## config.mk

```make
export PLATFORM = sky130hd
export DESIGN_NAME = mac_dot_sequencer
export DESIGN_NICKNAME = d
export VERILOG_FILES = /design/src/rtl/mac_dot_sequencer.sv
export SDC_FILE = /design/constraint.sdc
export NUM_CORES = 1
export LEC_CHECK = 0
export ABC_AREA = 1
export BUFFER_PORTS_ARGS = -buffer_cell sky130_fd_sc_hd__buf_2
export CORE_ASPECT_RATIO = 1.25
export CORE_MARGIN = 2
export CORE_UTILIZATION = 33
export DETAILED_ROUTE_END_ITERATION = 12
export SLEW_MARGIN = 25
export SYNTH_ARGS = -nofsm -noshare
export SYNTH_HDL_FRONTEND = slang
export SYNTH_SLANG_ARGS = --single-unit
```

## constraint.sdc

```tcl
create_clock -name clk -period 2.41 [get_ports clk]
set_input_delay 0.3615 -clock clk [delete_from_list [all_inputs] [get_ports clk]]
set_output_delay 0.3615 -clock clk [all_outputs]
set_load 0.02 [all_outputs]
```

## src/rtl/mac_dot_sequencer.sv

```systemverilog
// mac_dot_sequencer: walks two operand memories and drives a pipelined
// 9x9 multiply-accumulate block to produce one signed dot product per job.
// The MAC control outputs are decoded from the state register, so an
// asynchronous clear drops them to zero immediately.
module mac_dot_sequencer #(
   parameter int ADDR_W  = 8,
   parameter int DATA_W  = 9,
   parameter int RES_W   = 19,
   parameter int MAC_LAT = 2
) (
   input  logic              clk,
   input  logic              aclr,
   input  logic              i_start,
   input  logic [ADDR_W-1:0] i_len,
   input  logic [ADDR_W-1:0] i_base_a,
   input  logic [ADDR_W-1:0] i_base_b,
   output logic              o_busy,
   output logic              o_done,
   output logic [RES_W-1:0]  o_result,
   output logic [ADDR_W-1:0] o_mem_a_addr,
   output logic [ADDR_W-1:0] o_mem_b_addr,
   input  logic [DATA_W-1:0] i_mem_a_q,
   input  logic [DATA_W-1:0] i_mem_b_q,
   output logic [DATA_W-1:0] o_mac_dataa,
   output logic [DATA_W-1:0] o_mac_datab,
   output logic              o_mac_clken,
   output logic              o_mac_sload,
   input  logic [RES_W-1:0]  i_mac_result
);

   // Flush counter only needs to reach MAC_LAT-2.
   localparam int FL_W = $clog2(MAC_LAT) + 1;
   localparam logic [ADDR_W-1:0] A_ONE = {{(ADDR_W-1){1'b0}}, 1'b1};
   localparam logic [FL_W-1:0]   F_ONE = {{(FL_W-1){1'b0}}, 1'b1};
   localparam logic [FL_W-1:0]   F_END = FL_W'(MAC_LAT - 2);

   typedef enum logic [2:0] {
      S_IDLE,
      S_FETCH,
      S_RUN,
      S_FLUSH,
      S_CAPTURE
   } state_t;

   state_t             r_state;
   state_t             w_next;
   logic [ADDR_W-1:0]  r_len;
   logic [ADDR_W-1:0]  r_cnt;
   logic [ADDR_W-1:0]  r_addr_a;
   logic [ADDR_W-1:0]  r_addr_b;
   logic [FL_W-1:0]    r_fcnt;
   logic               r_zero;
   logic               r_done;
   logic [RES_W-1:0]   r_result;
   logic               w_run_last;
   logic               w_flush_last;

   assign w_run_last   = (r_cnt == (r_len - A_ONE));
   assign w_flush_last = (r_fcnt == F_END);

   // State register; aclr aborts any job in flight.
   always_ff @(posedge clk or posedge aclr) begin
      if (aclr) r_state <= S_IDLE;
      else      r_state <= w_next;
   end

   // Next-state decode and MAC control strobes.
   always_comb begin
      w_next      = r_state;
      o_busy      = 1'b1;
      o_mac_clken = 1'b0;
      o_mac_sload = 1'b0;
      o_mac_dataa = '0;
      o_mac_datab = '0;
      case (r_state)
         S_IDLE: begin
            o_busy = 1'b0;
            if (i_start) w_next = (i_len == '0) ? S_CAPTURE : S_FETCH;
         end
         S_FETCH: begin
            w_next = S_RUN;
         end
         S_RUN: begin
            o_mac_clken = 1'b1;
            // First pair reloads the accumulator, discarding the prior job.
            o_mac_sload = (r_cnt == '0);
            o_mac_dataa = i_mem_a_q;
            o_mac_datab = i_mem_b_q;
            if (w_run_last) w_next = S_FLUSH;
         end
         S_FLUSH: begin
            // Zero operands push the last real pair through the pipeline.
            o_mac_clken = 1'b1;
            if (w_flush_last) w_next = S_CAPTURE;
         end
         S_CAPTURE: begin
            w_next = S_IDLE;
         end
         default: begin
            w_next = S_IDLE;
         end
      endcase
   end

   // Job latch, address generation, element/flush counters and result capture.
   always_ff @(posedge clk or posedge aclr) begin
      if (aclr) begin
         r_len    <= '0;
         r_cnt    <= '0;
         r_addr_a <= '0;
         r_addr_b <= '0;
         r_fcnt   <= '0;
         r_zero   <= 1'b0;
         r_done   <= 1'b0;
         r_result <= '0;
      end else begin
         r_done <= 1'b0;
         case (r_state)
            S_IDLE: begin
               if (i_start) begin
                  r_len    <= i_len;
                  r_addr_a <= i_base_a;
                  r_addr_b <= i_base_b;
                  r_zero   <= (i_len == '0);
               end
            end
            S_FETCH: begin
               // Base addresses were on the bus this cycle; data lands in RUN.
               r_cnt    <= '0;
               r_addr_a <= r_addr_a + A_ONE;
               r_addr_b <= r_addr_b + A_ONE;
            end
            S_RUN: begin
               r_cnt    <= r_cnt + A_ONE;
               r_addr_a <= r_addr_a + A_ONE;
               r_addr_b <= r_addr_b + A_ONE;
               r_fcnt   <= '0;
            end
            S_FLUSH: begin
               r_fcnt <= r_fcnt + F_ONE;
            end
            S_CAPTURE: begin
               r_result <= r_zero ? '0 : i_mac_result;
               r_done   <= 1'b1;
            end
            default: begin
               r_cnt <= '0;
            end
         endcase
      end
   end

   assign o_done       = r_done;
   assign o_result     = r_result;
   assign o_mem_a_addr = r_addr_a;
   assign o_mem_b_addr = r_addr_b;

endmodule

```

==> results.py <==
metrics = {
    "clocking": {
        "tritoncts": "built",
        "clkLatencyLatePin_ps": 330,
        "postCtsResizedCells": 0,
        "cts_buffers": 9,
        "cts_hold_repair.buffers": 0,
        "clkSinkCount": 58,
        "max-clock-path-buffers": 2,
        "root_buffer": "clkbuf_16",
        "clkTransAtPathRegs_ps": 60,
        "post-cts-setup-buffer-count": 0,
        "cts.htree.levels": 3,
    },
    "power_and_ir_drop": {
        "cellPowerDensity_nw_per_um2": 1469,
        "static-leakage-power_uw": 0.002342,
        "vdd.ir_drop.worst_mv": 0.6268,
    },
    "critical_path": {
        "number_of_cell_instances_on_the_worst_register_to_register_path": 7,
        "critical_path.endpoint": "o_mac_sload",
        "cells_along_the_critical_path": "inv_1 > ha_1 > nand4_1 > nor3_1 > buf_2",
        "worst_ep_required_time_ps": 2050,
        "cp_num_buf_inv": 2,
        "worstSetupPathType": "reg -> out",
        "worstSetupEndpointType": "output port",
        "regToRegStartpoint": "r_state[1]$_DFFE_PP0P_",
        "timing.critical_path.slowest_cell_delay_ps": 410,
        "critical_path.top_delay_family": "flip-flops",
        "crit_cells": 5,
        "crit_arrival_ps": 1530,
        "startpoint_type": "flop",
        "regToRegSetupSlack_ps": 660,
        "cp_max_fanout": 4,
        "setup.worst_path.start": "r_cnt[0]$_DFFE_PP0N_",
        "slowest_cell_on_the_critical_path": "dfrtp_1",
        "r2r_path_end": "o_mem_b_addr[6]$_DFFE_PP0P_",
    },
    "floorplan": {
        "initial_utilization": 0.3402,
        "pin_count": 121,
        "die_footprint_um2": 10720,
        "core_area_um2": 9609,
        "die_width_um": 93.03,
        "die_y_um": 115.3,
        "core.rowCount": 40,
    },
    "timing": {
        "setup_viol_count_final": 0,
        "max_slew.worst_pin.slew_ps": 725.6,
        "period_minus_slack_ps": 1896,
        "count_of_pins_over_their_slew_limit": 0,
        "clock.fmax_mhz": 527.5,
        "clock-skew-final_ps": 4.384,
        "grt_setup_unrepaired": "no",
        "layout_worst_path_cycle_share": 0.7866,
        "slew_headroom": 0.5162,
        "fin_setup_tns_ps": 0,
        "timing.final.hold_violations": 0,
    },
    "grt": {
        "grtUsageTotal": 0.1669,
        "vias_in_the_first_global_route": 3120,
        "grt_remaining_overflow": 0,
        "grt_pass1_wl_um": 14320,
        "grt_max_degree": 59,
        "grt_antenna_before_repair": 0,
    },
    "cells_and_area": {
        "finish.utilization": 0.4467,
        "share_of_post_route_cells_with_drive_strength_above_1": 0.2819,
        "seqCellArea_um2": 1451,
        "count_of_inserted_antenna_diode_cells": 0,
        "multi_input_area_um2": 1483,
        "area_growth_syn_to_layout_pct": 31.31,
        "fillCellCount": 987,
        "num-nets-final": 629,
    },
    "route": {
        "detail_route.vias_per_cell": 4.730,
        "drt_drc_violations_left": 0,
        "drt-wirelength-per-cell_um": 12.56,
        "drt.antenna.violating_nets": 0,
        "initialDrtViolationCount": 147,
        "totalWireLength_um": 8663,
        "drtPass1Iterations": 4,
        "num_vias": 3264,
    },
    "job": {
        "maxCapViolCount": 0,
    },
    "place": {
        "count_of_buffers_from_port_buffering": 120,
        "dp.final_hpwl_um": 6314,
        "gp_congestion": 0.8357,
    },
    "yosys": {
        "synth_warnings": 0,
        "synth-seq-area-share": 0.4439,
        "syn-cell-area_um2": 3269,
        "ys_types": 32,
        "postSynthAreaPerCell_um2": 7.430,
        "post_synth_inst_count": 440,
        "postSynthRegisterBits": 58,
        "synth_nets": 510,
    },
    "outcome": {
        "result_of_the_run": "complete, no violations",
    },
    "worst_hold_path": {
        "min-delay-path-class": "in -> async",
    },
}
[synthesized netlist by cell type]
cell type	count	area (um2)
nor3_1	1	5.000
nor2_1	47	176.4
o21ai_0	36	180.2
xor2_1	3	26.28
nor2_4	1	11.26
and2_1	1	6.260
a31oi_1	4	25.02
xnor2_1	2	17.52
a21oi_1	21	105.1
o22ai_1	9	56.30
nor2_8	1	20.02
inv_2	4	15.01
nand3_2	1	10.01
or2_2	3	18.77
nand4_1	5	31.28
buf_2	5	25.02
clkbuf_1	7	26.28
buf_6	3	33.78
nor4_1	3	18.77
buf_4	2	15.01
nand3_4	1	17.52
nor2_2	2	12.51
nand3_1	40	200.2
nand2_1	101	379.1
ha_1	6	75.07
nand2_2	2	12.51
inv_4	1	6.260
nor3_2	1	10.01
o32ai_1	2	17.52
inv_1	57	214.0
o21ai_1	10	50.05
dfrtp_1	58	1451
[state kept, by name (all words and copies together), names as in the netlist]
| signal | flops |
|---|---|
| o_result | 19 |
| r_cnt | 8 |
| o_mem_b_addr | 8 |
| r_fcnt | 2 |
| r_state | 3 |
| r_zero | 1 |
| o_done | 1 |
| r_len | 8 |
| o_mem_a_addr | 8 |
[worst reg2reg max path, stage by stage, from the launching register on]
cell and delay, ps:
dfrtp_1 440, nor2_2 190, nand2_2 140, nor2_8 310
nor2_4 90, inv_2 270, a21oi_1 120, a21oi_1 120
[metal layers]
layer / share of wire / routed length (um) / global-route usage / vias to the layer above
li1: - / - / - / 1662
met4: 0.018 / 157 / 0.06373 / 0
met5: 0 / 0 / 0 / -
met2: 0.49 / 4216 / 0.2802 / 113
met3: 0.058 / 502 / 0.04587 / 15
met1: 0.44 / 3787 / 0.2050 / 1474
[how the worst min path moves through the flow]
| stage | startpoint | to | depth (start not counted) |
|---|---|---|---|
| 2_1_floorplan | r_len[7]$_DFFE_PP0P_ | r_len[7]$_DFFE_PP0P_ | 2 |
| 3_3_place_gp | o_result[1]$_DFFE_PP0P_ | o_result[1]$_DFFE_PP0P_ | 2 |
| 3_5_place_dp | o_result[15]$_DFFE_PP0P_ | o_result[15]$_DFFE_PP0P_ | 2 |
| 4_1_cts | i_mac_result[1] | o_result[1]$_DFFE_PP0P_ | 3 |
| 5_1_grt | i_mac_result[5] | o_result[5]$_DFFE_PP0P_ | 3 |
| 6_report | aclr | o_result[1]$_DFFE_PP0P_ | 3 |
[report_power, final]
part | leakage, uW | switching, uW | total, uW | internal, uW
Combinational | 0.00146 | 2110 | 3160 | 1050
Sequential | 0.000726 | 346 | 1740 | 1400
Clock | 0.000156 | 490 | 1400 | 913
[cell families (layout without fill, tap and decap cells)]
group           Yosys count  after routing  synth area share
xor+xnor                  5              5           0.01340
compound gates           82             82            0.1328
flops                    58             58            0.4439
buf+inv                  79            203            0.1026
fa+ha+maj                 6              6           0.02296
simple gates            210            210            0.2843
[stage by stage]
step / total power, uW / cell area, um2 / worst slack, ps / cells / hold WS [ps]
after floorplan: 4104 / 3269 / 620.5 / 440 / 461.3
after global placement: 4861 / 3965 / 742.6 / 674 / 468.4
after detailed placement: 4922 / 3965 / 673.6 / 674 / 472.8
after CTS: 6342 / 4293 / 453.7 / 690 / 248.8
after global routing: 6845 / 4293 / 391.6 / 690 / 256.7
final: 6306 / 4293 / 514.2 / 690 / 240.9
[area by class of cell]
type / instances / share of cell area
Clock inverter: 7 / 0.02390
Inverter: 62 / 0.05479
Sequential cell: 58 / 0.3381
Tap cell: 126 / 0.03672
Timing Repair Buffer: 125 / 0.1486
Multi-Input combinational cell: 303 / 0.3454
Clock buffer: 9 / 0.05246
[layout by cell type (no fill, tap or decap), types with 2 or more instances in the layout]
master     instances
clkbuf_16          9
inv_1             56
nand2_2            2
dfrtp_1           58
o21ai_1           10
nand4_1            5
a31oi_1            4
nor2_2             2
nand2_1          101
o22ai_1            9
ha_1               6
nor2_1            47
bufinv_16          2
nor4_1             3
clkinv_4           3
xor2_1             3
buf_2            120
or2_2              3
o21ai_0           36
inv_2              5
nand3_1           40
xnor2_1            2
a21oi_1           21
buf_4              5
o32ai_1            2
Power figures use the tool's default switching activity.
